===== src/rtl/ser_word_sched_pkg.sv =====
// Shared types and constants for the serial word scheduler.
// The optional mismatch check is controlled by SER_SCHED_CHECK_EN (see ser_word_sched).
package ser_sched_pkg;

    typedef enum logic [1:0] {
        IDLE     = 2'd0,
        SHIFT    = 2'd1,
        WAIT_RDY = 2'd2
    } state_t;

    localparam int unsigned IDX_W      = 32;
    localparam int unsigned DEF_WORD_W = 32;

    // Producer id width; fixed at 3 bits for the supported range of up to 8 producers.
    function automatic int unsigned id_width(input int unsigned n);
        return (n <= 8) ? 3 : $clog2(n);
    endfunction

endpackage


===== src/rtl/ser_word_sched_rr_pick.sv =====
// Combinational round-robin picker: first set request after 'last', with wrap.
// Shared by several arbiters, so it carries no state of its own.
module rr_pick #(
    parameter int unsigned N  = 4,
    parameter int unsigned IW = 3
) (
    input  logic [N-1:0]  req,
    input  logic [IW-1:0] last,
    output logic [N-1:0]  grant,
    output logic [IW-1:0] id,
    output logic          any
);

    logic          hit_hi;
    logic          hit_lo;
    logic [N-1:0]  g_hi;
    logic [N-1:0]  g_lo;
    logic [IW-1:0] id_hi;
    logic [IW-1:0] id_lo;

    // Two passes: lowest request above 'last', otherwise lowest request overall.
    always_comb begin
        hit_hi = 1'b0;
        hit_lo = 1'b0;
        g_hi   = '0;
        g_lo   = '0;
        id_hi  = '0;
        id_lo  = '0;
        for (int unsigned i = 0; i < N; i++) begin
            if (req[i] && (i > 32'(last)) && !hit_hi) begin
                hit_hi   = 1'b1;
                g_hi[i]  = 1'b1;
                id_hi    = IW'(i);
            end
            if (req[i] && !hit_lo) begin
                hit_lo   = 1'b1;
                g_lo[i]  = 1'b1;
                id_lo    = IW'(i);
            end
        end
        grant = hit_hi ? g_hi : g_lo;
        id    = hit_hi ? id_hi : id_lo;
        any   = |req;
    end

endmodule


===== src/rtl/ser_word_sched.sv =====
// Round-robin scheduler feeding one word at a time, LSB-first, into the deserializer.
// Define SER_SCHED_CHECK_EN to add the 'mismatch' output comparing returned vs sent word.
module ser_word_sched
    import ser_sched_pkg::*;
#(
    parameter int unsigned NUM_REQ  = 4,
    parameter int unsigned WORD_W   = DEF_WORD_W,
    parameter int unsigned WAIT_MAX = 64
) (
    input  logic                        clk,
    input  logic                        rst,
    input  logic [NUM_REQ-1:0]          req_valid,
    input  logic [NUM_REQ*WORD_W-1:0]   req_data,
    output logic [NUM_REQ-1:0]          req_ready,
    output logic                        rx_data,
    output logic                        rx_val,
    output logic [IDX_W-1:0]            index,
    input  logic                        tx_rdy,
    input  logic [WORD_W-1:0]           tx_data,
    output logic                        done_valid,
    output logic [id_width(NUM_REQ)-1:0] done_id,
    output logic [WORD_W-1:0]           done_data,
    output logic                        timeout,
    output logic                        busy
`ifdef SER_SCHED_CHECK_EN
    ,
    output logic                        mismatch
`endif
);

    localparam int unsigned ID_W   = id_width(NUM_REQ);
    localparam int unsigned CNT_W  = $clog2(WORD_W);
    localparam int unsigned WCNT_W = $clog2(WAIT_MAX);

    state_t              state, state_nxt;
    logic [CNT_W-1:0]    bit_cnt, bit_cnt_nxt;
    logic [WCNT_W-1:0]   wait_cnt, wait_cnt_nxt;
    logic [WORD_W-1:0]   shreg, shreg_nxt;
    logic [ID_W-1:0]     cur_id, cur_id_nxt;
    logic [ID_W-1:0]     last_grant, last_grant_nxt;

    logic [NUM_REQ-1:0]  req_ready_nxt;
    logic                rx_data_nxt;
    logic                rx_val_nxt;
    logic [IDX_W-1:0]    index_nxt;
    logic                done_valid_nxt;
    logic [ID_W-1:0]     done_id_nxt;
    logic [WORD_W-1:0]   done_data_nxt;
    logic                timeout_nxt;
`ifdef SER_SCHED_CHECK_EN
    logic                mismatch_nxt;
`endif

    logic [NUM_REQ-1:0]  pick_grant;
    logic [ID_W-1:0]     pick_id;
    logic                pick_any;

    rr_pick #(
        .N  (NUM_REQ),
        .IW (ID_W)
    ) u_pick (
        .req   (req_valid),
        .last  (last_grant),
        .grant (pick_grant),
        .id    (pick_id),
        .any   (pick_any)
    );

    always_comb begin
        state_nxt      = state;
        bit_cnt_nxt    = bit_cnt;
        wait_cnt_nxt   = wait_cnt;
        shreg_nxt      = shreg;
        cur_id_nxt     = cur_id;
        last_grant_nxt = last_grant;
        req_ready_nxt  = '0;
        rx_data_nxt    = 1'b0;
        rx_val_nxt     = 1'b0;
        index_nxt      = index;
        done_valid_nxt = 1'b0;
        done_id_nxt    = done_id;
        done_data_nxt  = done_data;
        timeout_nxt    = 1'b0;
`ifdef SER_SCHED_CHECK_EN
        mismatch_nxt   = 1'b0;
`endif
        unique case (state)
            IDLE: begin
                wait_cnt_nxt = '0;
                if (pick_any) begin
                    req_ready_nxt  = pick_grant;
                    cur_id_nxt     = pick_id;
                    last_grant_nxt = pick_id;
                    bit_cnt_nxt    = '0;
                    state_nxt      = SHIFT;
                    for (int unsigned i = 0; i < NUM_REQ; i++) begin
                        if (pick_grant[i]) shreg_nxt = req_data[i*WORD_W +: WORD_W];
                    end
                end
            end
            SHIFT: begin
                rx_val_nxt  = 1'b1;
                rx_data_nxt = shreg[bit_cnt];
                index_nxt   = IDX_W'(bit_cnt);
                bit_cnt_nxt = bit_cnt + CNT_W'(1);
                if (bit_cnt == CNT_W'(WORD_W - 1)) begin
                    state_nxt    = WAIT_RDY;
                    wait_cnt_nxt = '0;
                end
            end
            WAIT_RDY: begin
                wait_cnt_nxt = wait_cnt + WCNT_W'(1);
                // tx_rdy takes priority over an expiry landing on the same cycle
                if (tx_rdy) begin
                    done_valid_nxt = 1'b1;
                    done_id_nxt    = cur_id;
                    done_data_nxt  = tx_data;
`ifdef SER_SCHED_CHECK_EN
                    mismatch_nxt   = (tx_data != shreg);
`endif
                    state_nxt      = IDLE;
                end else if (wait_cnt == WCNT_W'(WAIT_MAX - 1)) begin
                    timeout_nxt = 1'b1;
                    state_nxt   = IDLE;
                end
            end
            default: state_nxt = IDLE;
        endcase
    end

    always_ff @(posedge clk or negedge rst) begin
        if (!rst) begin
            state      <= IDLE;
            bit_cnt    <= '0;
            wait_cnt   <= '0;
            shreg      <= '0;
            cur_id     <= '0;
            last_grant <= ID_W'(NUM_REQ - 1);
            req_ready  <= '0;
            rx_data    <= 1'b0;
            rx_val     <= 1'b0;
            index      <= '0;
            done_valid <= 1'b0;
            done_id    <= '0;
            done_data  <= '0;
            timeout    <= 1'b0;
            busy       <= 1'b0;
`ifdef SER_SCHED_CHECK_EN
            mismatch   <= 1'b0;
`endif
        end else begin
            state      <= state_nxt;
            bit_cnt    <= bit_cnt_nxt;
            wait_cnt   <= wait_cnt_nxt;
            shreg      <= shreg_nxt;
            cur_id     <= cur_id_nxt;
            last_grant <= last_grant_nxt;
            req_ready  <= req_ready_nxt;
            rx_data    <= rx_data_nxt;
            rx_val     <= rx_val_nxt;
            index      <= index_nxt;
            done_valid <= done_valid_nxt;
            done_id    <= done_id_nxt;
            done_data  <= done_data_nxt;
            timeout    <= timeout_nxt;
            busy       <= (state_nxt != IDLE);
`ifdef SER_SCHED_CHECK_EN
            mismatch   <= mismatch_nxt;
`endif
        end
    end

endmodule


===== config.mk =====
export PLATFORM = sky130hd
export DESIGN_NAME = ser_word_sched
export DESIGN_NICKNAME = d
export VERILOG_FILES = /design/src/rtl/ser_word_sched_pkg.sv /design/src/rtl/ser_word_sched_rr_pick.sv /design/src/rtl/ser_word_sched.sv
export SDC_FILE = /design/constraint.sdc
export NUM_CORES = 1
export LEC_CHECK = 0
export ABC_CLOCK_PERIOD_IN_PS = 3530
export CORE_MARGIN = 1
export CORE_UTILIZATION = 45
export CTS_BUF_LIST = sky130_fd_sc_hd__clkbuf_16
export CTS_CLUSTER_DIAMETER = 40
export CTS_CLUSTER_SIZE = 40
export DETAILED_ROUTE_END_ITERATION = 10
export PLACE_DENSITY = 0.93
export SYNTH_ARGS = -nofsm -noshare
export SYNTH_HDL_FRONTEND = slang
export SYNTH_SLANG_ARGS = --single-unit

===== constraint.sdc =====
create_clock -name clk -period 3.53 [get_ports clk]
set_input_delay 1.059 -clock clk [delete_from_list [all_inputs] [get_ports clk]]
set_output_delay 1.059 -clock clk [all_outputs]
set_load 0.02 [all_outputs]

==> run metrics <==
status=finished, final reports clean; slew margin rel.=31.5%; CTS clk-pin slew, worst paths=0.07 ns; cells along the critical path=clkdlybuf4s50_1 -> nor4_1 -> nor3_2 -> o211a_2 -> buf_12 -> a221oi_2; Crit path buffers/inverters=2; Post-route DRC=0; vias in the first global route=4,636; Max Clk Rate=372 MHz; post-synthesis register bit count=97; area of the multi-input gates=2540 um2; setup repair after global routing missed its margin=false; setup_tns=0 ns; Post-synth EDFFs=0; Vias=4,433; cells after synthesis=451; gp weighted congestion=0.772; Slew Limit Fails=0; vias per inst=5.58; count of cells resized by post-cts repair=0; H-tree depth=3; Detail Placement HPWL=10,300 um; r2r startpoint=bit_cnt[0]; FFs w/ async S/R, synth=100%; FF-to-FF path depth=4; Reg2Reg Setup Slack=1.35 ns; nature of the critical path startpoint=primary input; DR WL/cell=17.5 um; post-synth cell types=48; critical path depth=6; start point of the critical path=req_valid[1]; worst-margin pin slew=1.03 ns; Nets=816; skew final=0.0103 ns; Reg area=2430 um2; Clock Latency Late Sink=0.34 ns; GRT Total Usage=23.0%; Worst Path Required=3.76 ns; P_leak=3.40 nW; CTS tree=done; endpoints failing setup=0; P per Cell Area=629 nW/um2; Final ANT Viol Nets=0; Fillers=877; R2R Path End=rx_data; Overflow after GRT=0; clock sinks=97; Root Driver=clkbuf_16; clk buf depth=2; layout overhead on the synthesized area=46.2%; Post-Route WL=13,900 um; Hold Vio Cnt, Final=0; Worst setup endpoint=shreg[12]; site row count=39; Synth Area per Inst=11.7 um2; WS Path Type=in -> reg; Seq/Total Area, Yosys=45.9%; cell family with most CP delay=buffers and inverters; final instance area=7740 um2; first-pass GRT wire length=22,600 um; Die H=110 um; Cell Area, Placed=7420 um2; initial antenna violation count=0; hold crit path type=reg -> reg; Post-CTS Hold Buffers=0; largest net degree at the start of global routing=84; DR iter-0 viols=242; crit-path max FO=26; synth warn=0; total I/O pin count=243; slowest stage cell, crit path=clkdlybuf4s50_1; die area=12,200 um2; first drt pass iteration count=5; Top FF cell, synth=dfrtp_1; VDD IR max=0.000321 V; final worst-path cycle share=76.1%; starting density of the core=46.4%; diode count=0; Layout Cells excl Fill=794; layout cells sized above 1=16.3%; CP Capture Type=flip-flop; max-cap check violation count=0; Port Buffer Count=214; CORE AREA=11,400 um2; TritonCTS Buffers=9; die width=110 um; placed insts=778; min cycle time layout=2.69 ns; Max stage delay on crit path=0.53 ns; Setup Buffers After CTS=0; crit path DAT=2.91 ns; Mapped Area=5300 um2
-- where the power goes --
group	switching (W)	internal, W
Sequential	0.000291	0.00144
Clock	0.000417	0.000622
Combinational	0.00107	0.00103
-- placed cells by master, fill, tap and decap left out, types with 3 or more instances in the layout --
cell / count
a21o_1: 3
a21oi_1: 4
a221oi_1: 4
a221oi_2: 28
buf_12: 3
buf_4: 8
clkbuf_16: 9
clkdlybuf4s50_1: 213
conb_1: 28
dfrtp_1: 95
ha_1: 3
inv_1: 5
mux2_2: 36
mux2i_1: 38
mux4_2: 8
nand2_1: 27
nand3_1: 5
nor2_1: 41
nor2b_1: 8
o21ai_0: 11
o32ai_1: 32
-- cell usage after synthesis (all sizes together) (5+ instances only) --
master,n,share of area (%)
a221oi,32,8.6
buf,47,6.5
clkbuf,20,1.5
dfrtp,95,45
mux2,36,7.7
mux2i,38,7.2
mux4,8,3.4
nand2,27,1.9
nand3,5,0.47
nor2,41,2.9
nor2b,8,0.95
o21ai,12,1.1
o32ai,32,5.3
-- worst register-to-register path: stages, from the launching register on --
cell and delay, ns:
dfrtp_1 0.76, mux4_2 0.59, nor2b_1 0.14, a2111oi_0 0.40
a211oi_1 0.14
-- sequential cells by signal (all words and copies together), names as in the netlist --
name and count:
req_ready 4, done_data 32, shreg 32, timeout 1, last_grant 2, index 5, done_valid 1, rx_data 1
bit_cnt 5, wait_cnt 6, cur_id 2, rx_val 1, state 2, busy 1, done_id 2
-- through the flow --
stage	total power [W]	hold slack [ns]	util, %	setup slack, ns
detailed placement	0.00385	0.462	65.0	0.512
CTS	0.00489	0.478	67.8	0.852
global placement	0.00373	0.462	65.0	0.633
finish	0.00487	0.473	67.8	0.844
global route	0.00514	0.487	67.8	0.726
floorplan	0.00318	0.446	-	1.14
-- logic make-up (layout without fill, tap and decap cells) --
family                   after synthesis  after routing  synth area share (%)
adder cells (fa/ha/maj)                3              3                 0.709
XOR/XNOR                               2              2                 0.331
AND/OR/NAND/NOR                       95             95                  7.92
buffers and inverters                 72            245                  8.34
flip-flops                            97             97                  45.9
other                                  1             28                0.0708
multiplexers                          82             82                  18.2
AO/OA/AOI/OAI                         99             99                  18.5
-- per-layer routing --
metal	track usage (%)	vias up	part of all wire (%)
li1	-	2039	-
met1	26.7	2146	39
met2	40.7	216	52
met3	4.28	32	5.7
met4	11.6	0	3.1
met5	0	-	0
-- how the worst min path moves through the flow --
stage / slack [ns] / cells after the start / from / to
detailed placement: 0.46 / 1 / cur_id[0] / cur_id[0]
finish: 0.47 / 1 / cur_id[0] / cur_id[0]
global route: 0.49 / 1 / cur_id[0] / cur_id[0]
CTS: 0.48 / 1 / cur_id[0] / cur_id[0]
floorplan: 0.45 / 1 / cur_id[0] / cur_id[0]
global placement: 0.46 / 1 / wait_cnt[4] / wait_cnt[4]
-- area by class of cell --
class | instances | share of cell area [%]
multi-input combinational | 309 | 32.8
timing repair buffer | 224 | 29.1
inverter | 5 | 0.242
tap | 143 | 2.31
clock inverter | 7 | 1.23
clock buffer | 9 | 2.91
sequential | 97 | 31.4
No activity file was read; power rests on OpenSTA's default activity.
